File: src/rtl/conv_pkg.sv
// conv_pkg: shared FSM state and stride-mode types for the convolution controller
package conv_pkg;
  typedef enum logic [2:0] {IDLE, LOAD, SHIFT, STREAM, CONV} state_t;
  typedef enum logic {STRIDE1, STRIDE2} conv_mode_t;
endpackage

File: src/rtl/flex_counter.sv
// flex_counter: wrapping up-counter 0..rollover_val
//   clk, n_rst (async active-low), clear (sync to 0), count_enable,
//   rollover_val, count_out, rollover_flag (high while count_out == rollover_val)
module flex_counter #(
  parameter int NUM_CNT_BITS = 4
) (
  input  logic                    clk,
  input  logic                    n_rst,
  input  logic                    clear,
  input  logic                    count_enable,
  input  logic [NUM_CNT_BITS-1:0] rollover_val,
  output logic [NUM_CNT_BITS-1:0] count_out,
  output logic                    rollover_flag
);
  assign rollover_flag = count_out == rollover_val;
  always_ff @(posedge clk or negedge n_rst)
    if (!n_rst) count_out <= '0;
    else if (clear) count_out <= '0;
    else if (count_enable) count_out <= rollover_flag ? '0 : count_out + 1'b1;
endmodule

File: src/rtl/param_conv_controller.sv
// param_conv_controller: sequences coefficient load, row shift, sample streaming and KxK convolution
//   in : clk, n_rst (async active-low), coeff_load_en, new_row, stride2, sample_load_en
//   out: modwait, coeff_ld, coeff_sel, sample_shift, sample_stream, convolve_en, row_done, err
module param_conv_controller
  import conv_pkg::*;
#(
  parameter int K         = 3,
  parameter int IMG_WIDTH = 16,
  localparam int SEL_W    = $clog2(K),
  localparam int CNT_W    = $clog2(IMG_WIDTH + 1)
) (
  input  logic             clk,
  input  logic             n_rst,
  input  logic             coeff_load_en,
  input  logic             new_row,
  input  logic             stride2,
  input  logic             sample_load_en,
  output logic             modwait,
  output logic             coeff_ld,
  output logic [SEL_W-1:0] coeff_sel,
  output logic             sample_shift,
  output logic             sample_stream,
  output logic             convolve_en,
  output logic             row_done,
  output logic             err
);
  localparam logic KODD = (K % 2) == 1;
  state_t            state_q, state_d;
  logic [CNT_W-1:0]  col_cnt_q, col_cnt_d, col_new;
  logic              coeff_valid_q, coeff_valid_d, err_q, err_d;
  conv_mode_t        stride_q, stride_d;
  logic [SEL_W-1:0]  sel;
  logic              sel_last, seq_en, idle, row_full, acc_cl, acc_nr, acc_sl, win_ok;

  assign seq_en = state_q == LOAD || state_q == CONV;

  flex_counter #(.NUM_CNT_BITS(SEL_W)) u_sel_cnt (
    .clk          (clk),
    .n_rst        (n_rst),
    .clear        (!seq_en),
    .count_enable (seq_en),
    .rollover_val (SEL_W'(K - 1)),
    .count_out    (sel),
    .rollover_flag(sel_last)
  );

  always_comb begin
    idle     = state_q == IDLE;
    row_full = col_cnt_q == CNT_W'(IMG_WIDTH);
    col_new  = col_cnt_q + 1'b1;
    acc_cl   = idle && coeff_load_en;
    acc_nr   = idle && !coeff_load_en && new_row;
    acc_sl   = idle && !coeff_load_en && !new_row && sample_load_en && coeff_valid_q && !row_full;
    // (col_new - K) is even exactly when col_new and K share parity
    win_ok   = col_new >= CNT_W'(K) && (stride_q == STRIDE1 || col_new[0] == KODD);
    // any request while busy, or an idle sample that is dropped or rejected, flags an error
    err_d    = acc_nr ? 1'b0
             : err_q | (!idle && (coeff_load_en || new_row || sample_load_en))
                     | (idle && sample_load_en && !acc_sl);
    coeff_valid_d = coeff_valid_q | (state_q == LOAD && sel_last);
    stride_d  = acc_nr ? conv_mode_t'(stride2) : stride_q;
    col_cnt_d = state_q == SHIFT ? '0 : state_q == STREAM ? col_new : col_cnt_q;
    state_d   = state_q;
    case (state_q)
      IDLE:    state_d = acc_cl ? LOAD : acc_nr ? SHIFT : acc_sl ? STREAM : IDLE;
      LOAD:    state_d = sel_last ? IDLE : LOAD;
      SHIFT:   state_d = IDLE;
      STREAM:  state_d = win_ok ? CONV : IDLE;
      CONV:    state_d = sel_last ? IDLE : CONV;
      default: state_d = IDLE;
    endcase
  end

  always_ff @(posedge clk or negedge n_rst)
    if (!n_rst) begin
      state_q       <= IDLE;
      col_cnt_q     <= '0;
      coeff_valid_q <= 1'b0;
      stride_q      <= STRIDE1;
      err_q         <= 1'b0;
      modwait       <= 1'b0;
      coeff_ld      <= 1'b0;
      coeff_sel     <= '0;
      sample_shift  <= 1'b0;
      sample_stream <= 1'b0;
      convolve_en   <= 1'b0;
      row_done      <= 1'b0;
    end else begin
      state_q       <= state_d;
      col_cnt_q     <= col_cnt_d;
      coeff_valid_q <= coeff_valid_d;
      stride_q      <= stride_d;
      err_q         <= err_d;
      // outputs are a registered Moore decode of the current state
      modwait       <= !idle;
      coeff_ld      <= state_q == LOAD;
      coeff_sel     <= seq_en ? sel : '0;
      sample_shift  <= state_q == SHIFT;
      sample_stream <= state_q == STREAM;
      convolve_en   <= state_q == CONV;
      row_done      <= state_q == STREAM && col_new == CNT_W'(IMG_WIDTH);
    end

  assign err = err_q;
endmodule

File: config.mk
export PLATFORM = sky130hd
export DESIGN_NAME = param_conv_controller
export DESIGN_NICKNAME = d
export VERILOG_FILES = /design/src/rtl/conv_pkg.sv /design/src/rtl/flex_counter.sv /design/src/rtl/param_conv_controller.sv
export SDC_FILE = /design/constraint.sdc
export NUM_CORES = 1
export LEC_CHECK = 0
export CAP_MARGIN = 10
export CORE_MARGIN = 5
export CORE_UTILIZATION = 56
export CTS_CLUSTER_SIZE = 12
export DETAILED_ROUTE_END_ITERATION = 7
export PLACE_DENSITY = 0.82
export SLEW_MARGIN = 5
export SYNTH_ARGS = -nofsm -noshare
export SYNTH_HDL_FRONTEND = slang
export SYNTH_SLANG_ARGS = --single-unit
export TNS_END_PERCENT = 5
File: constraint.sdc
create_clock -name clk -period 2.6 [get_ports clk]
set_clock_uncertainty 0.05 [all_clocks]
set_input_delay 0.52 -clock clk [delete_from_list [all_inputs] [get_ports clk]]
set_output_delay 0.52 -clock clk [all_outputs]
set_load 0.05 [all_outputs]
==> reports/metrics.yaml <==
synth:
  netlist_area_sq_mm: 0.00101
  synth_cell_types: 37
  ys_seq_area_share_pct: 51.9
  netlist_instances: 89
  synth_nets: 99
  synth.avg_cell_area_sq_um: 11.4
  yosysWarningCount: 0
  synth_seq_cells: 21
routing:
  vias_per_cell: 5.67
  vias: 731
  post_drt_wl_per_cell_um: 14.9
  drc: 0
  drtIter0Drc: 21
  antenna_left: 0
  wl_mm: 1.92
  dr.pass1.iters: 4
placement:
  place_inst: 125
  gp_congestion: 0.848
  hpwl_mm: 1.33
  numPortBuffers: 14
  place_ws_ps: 772
global_route:
  track_usage_pct: 16.5
  grt_overflow: 0
  grt_pass1_wl_mm: 3.22
  antenna_found_initial: 0
  grt_start_max_net_pins: 22
  grt_pass1_vias: 688
sta:
  setup_viol: 0
  period_needed_ps: 2030
  finalMaxSlewViolations: 0
  worst_pin_slew_ps: 506
  relSlewSlack_pct: 66.2
  clock.fmax_ghz: 0.492
  setup_ws_ps: 567
  fin_setup_tns_ps: 0
  rsz0062_at_grt: "false"
  hold_viol: 0
  fin_crit_sh_pct: 78.2
final_layout:
  layout_common_cells: "21 x dfrtp_1, 14 x clkdlybuf4s50_1, 8 x nand2_1, 6 x inv_1"
  fill_cells: 140
  area_growth_pct: 16.9
  final_common_cell: "dfrtp_1"
  final_cells: 129
  antenna_cells: 0
  fin_nets: 115
  drive_gt1_share_pct: 10.6
setup_path:
  worstPathMaxFanout: 2
  endpoint_kind: "primary output"
  rr_worst_depth: 5
  critPathKind: "reg -> out"
  cp.required_ps: 2030
  setup.worst_path.start_class: "flip-flop"
  rrSetupSlack_ps: 750
  cp_top_family: "buffers and inverters"
  worstReg2RegEnd: "err"
  critical_path_arrival_ps: 1460
  crit_buf_inv: 1
  cp_slowest_cell: "clkdlybuf4s50_1"
  crit_chain: "clkdlybuf4s50_1"
  r2r_start: "col_cnt_q[0]"
  cpPeakStageDelay_ps: 800
clock_network:
  clock_latency_ps: 300
  cts_buffer_depth: 2
  htreeDepth: 1
  clk_pin_slew_ps: 110
  post_cts_resize_count: 0
  clock-sinks: 21
  cts_tree: "yes"
  post_cts_buffers: 0
  cts_hold_buffers: 0
  cts_root_buf: "clkbuf_4"
  cts_made_buffers: 3
run_status:
  outcome: "finished clean"
flow_run:
  max-cap-violations: 0
power_and_ir_drop:
  ir_drop_mv: 0.619
  total_power_mw: 1.36
  powerDensity_mw_per_mm2: 1140
  p_leak_nw: 0.530
floorplanning:
  die_w_um: 52.5
  die_y_um: 52.5
  core_sq_mm: 0.00173
  ios: 15
  die_area_sq_mm: 0.00276
  start_util_pct: 58.7
  fp-row-count: 15
min_path:
  hold_path.class: "reg -> reg"
  min_to: "u_sel_cnt.count_out[0]"
  holdPathStages: 1
  hold_start: "u_sel_cnt.count_out[0]"
==> worst max-delay path by stage <==
stage	from	endpoint	slack, ps	depth (start not counted)
6_report	err	err	570	1
5_1_grt	err	err	510	1
3_5_place_dp	sample_load_en	state_q[0]	770	4
4_1_cts	err	err	560	1
2_1_floorplan	col_cnt_q[0]	err	1000	5
3_3_place_gp	sample_load_en	state_q[0]	820	4
==> Yosys cell counts <==
| master | n | area, sq um |
|---|---|---|
| and4b_1 | 1 | 10.0 |
| nand2b_4 | 1 | 13.8 |
| dfrtp_1 | 21 | 526 |
| nand4_1 | 1 | 6.26 |
| clkbuf_1 | 1 | 3.75 |
| xor2_1 | 2 | 17.5 |
| buf_6 | 2 | 22.5 |
| a31o_2 | 1 | 8.76 |
| ha_1 | 4 | 50.1 |
| nor3_1 | 2 | 10.0 |
| a22o_2 | 2 | 20.0 |
| mux2_4 | 1 | 15.0 |
| a21boi_0 | 2 | 15.0 |
| nand3_1 | 2 | 10.0 |
| nor3b_1 | 3 | 22.5 |
| nand2_1 | 8 | 30.0 |
| nor2_1 | 4 | 15.0 |
| a41oi_1 | 1 | 8.76 |
| mux2i_1 | 1 | 10.0 |
| o31a_1 | 1 | 8.76 |
| or3_4 | 1 | 11.3 |
| a221oi_1 | 1 | 8.76 |
| mux2_2 | 1 | 11.3 |
| and3b_1 | 1 | 8.76 |
| o21ai_0 | 3 | 15.0 |
| or3_1 | 1 | 6.26 |
| a22oi_1 | 1 | 7.51 |
| nand2b_1 | 3 | 18.8 |
| inv_1 | 6 | 22.5 |
| a31oi_1 | 1 | 6.26 |
| nand3b_1 | 2 | 15.0 |
| buf_4 | 1 | 7.51 |
| and2b_1 | 1 | 7.51 |
| a311oi_1 | 1 | 8.76 |
| or4bb_1 | 1 | 11.3 |
| nor4b_1 | 1 | 8.76 |
| o31ai_1 | 2 | 15.0 |
==> metal layers <==
| metal | wire length (um) | track usage (%) | vias up |
|---|---|---|---|
| met4 | 38 | 7.66 | 0 |
| met1 | 782 | 19.5 | 350 |
| li1 | - | - | 345 |
| met5 | 0 | 0 | - |
| met2 | 971 | 28.3 | 31 |
| met3 | 125 | 3.42 | 5 |
==> cell type report <==
type                    count  area, sq um  share of cell area [%]
clock buffers               4         26.3                    2.22
flip-flops and latches     21          526                    44.4
well taps                  25         31.3                    2.64
inverters                   6         22.5                    1.90
repair buffers             15          148                    12.5
multi-input cells          58          432                    36.4
==> kinds of logic (layout without fill, tap and decap cells) <==
logic type               count (synthesis)  count (layout)  share of synthesized area, %
multiplexers                             3               3                          3.58
XOR/XNOR                                 2               2                          1.73
AND/OR/NAND/NOR                         33              33                          20.2
adder cells (fa/ha/maj)                  4               4                          4.94
flip-flops                              21              21                          51.9
AO/OA/AOI/OAI                           16              16                          12.1
buffers and inverters                   10              25                          5.56
==> registers in the layout (all words and copies together), names as in the netlist <==
signal	count
col_cnt_q	5
sample_stream	1
convolve_en	1
err	1
u_sel_cnt.count_out	2
modwait	1
sample_shift	1
coeff_sel	2
stride_q	1
row_done	1
state_q	3
coeff_ld	1
coeff_valid_q	1
==> where the power goes <==
part	switching, mW	internal [mW]
sequential	0.147	0.443
combinational	0.348	0.265
clock	0.0927	0.0598
==> per-stage QoR <==
step / hold WS (ps) / instance area [sq um] / utilization (%)
finish: 423 / 1180 / 68.6
global route: 431 / 1180 / 68.6
CTS: 423 / 1180 / 68.6
detailed placement: 405 / 1160 / 67.1
global placement: 403 / 1160 / 67.1
floorplan: 174 / 1010 / -
Power figures use the tool's default switching activity.
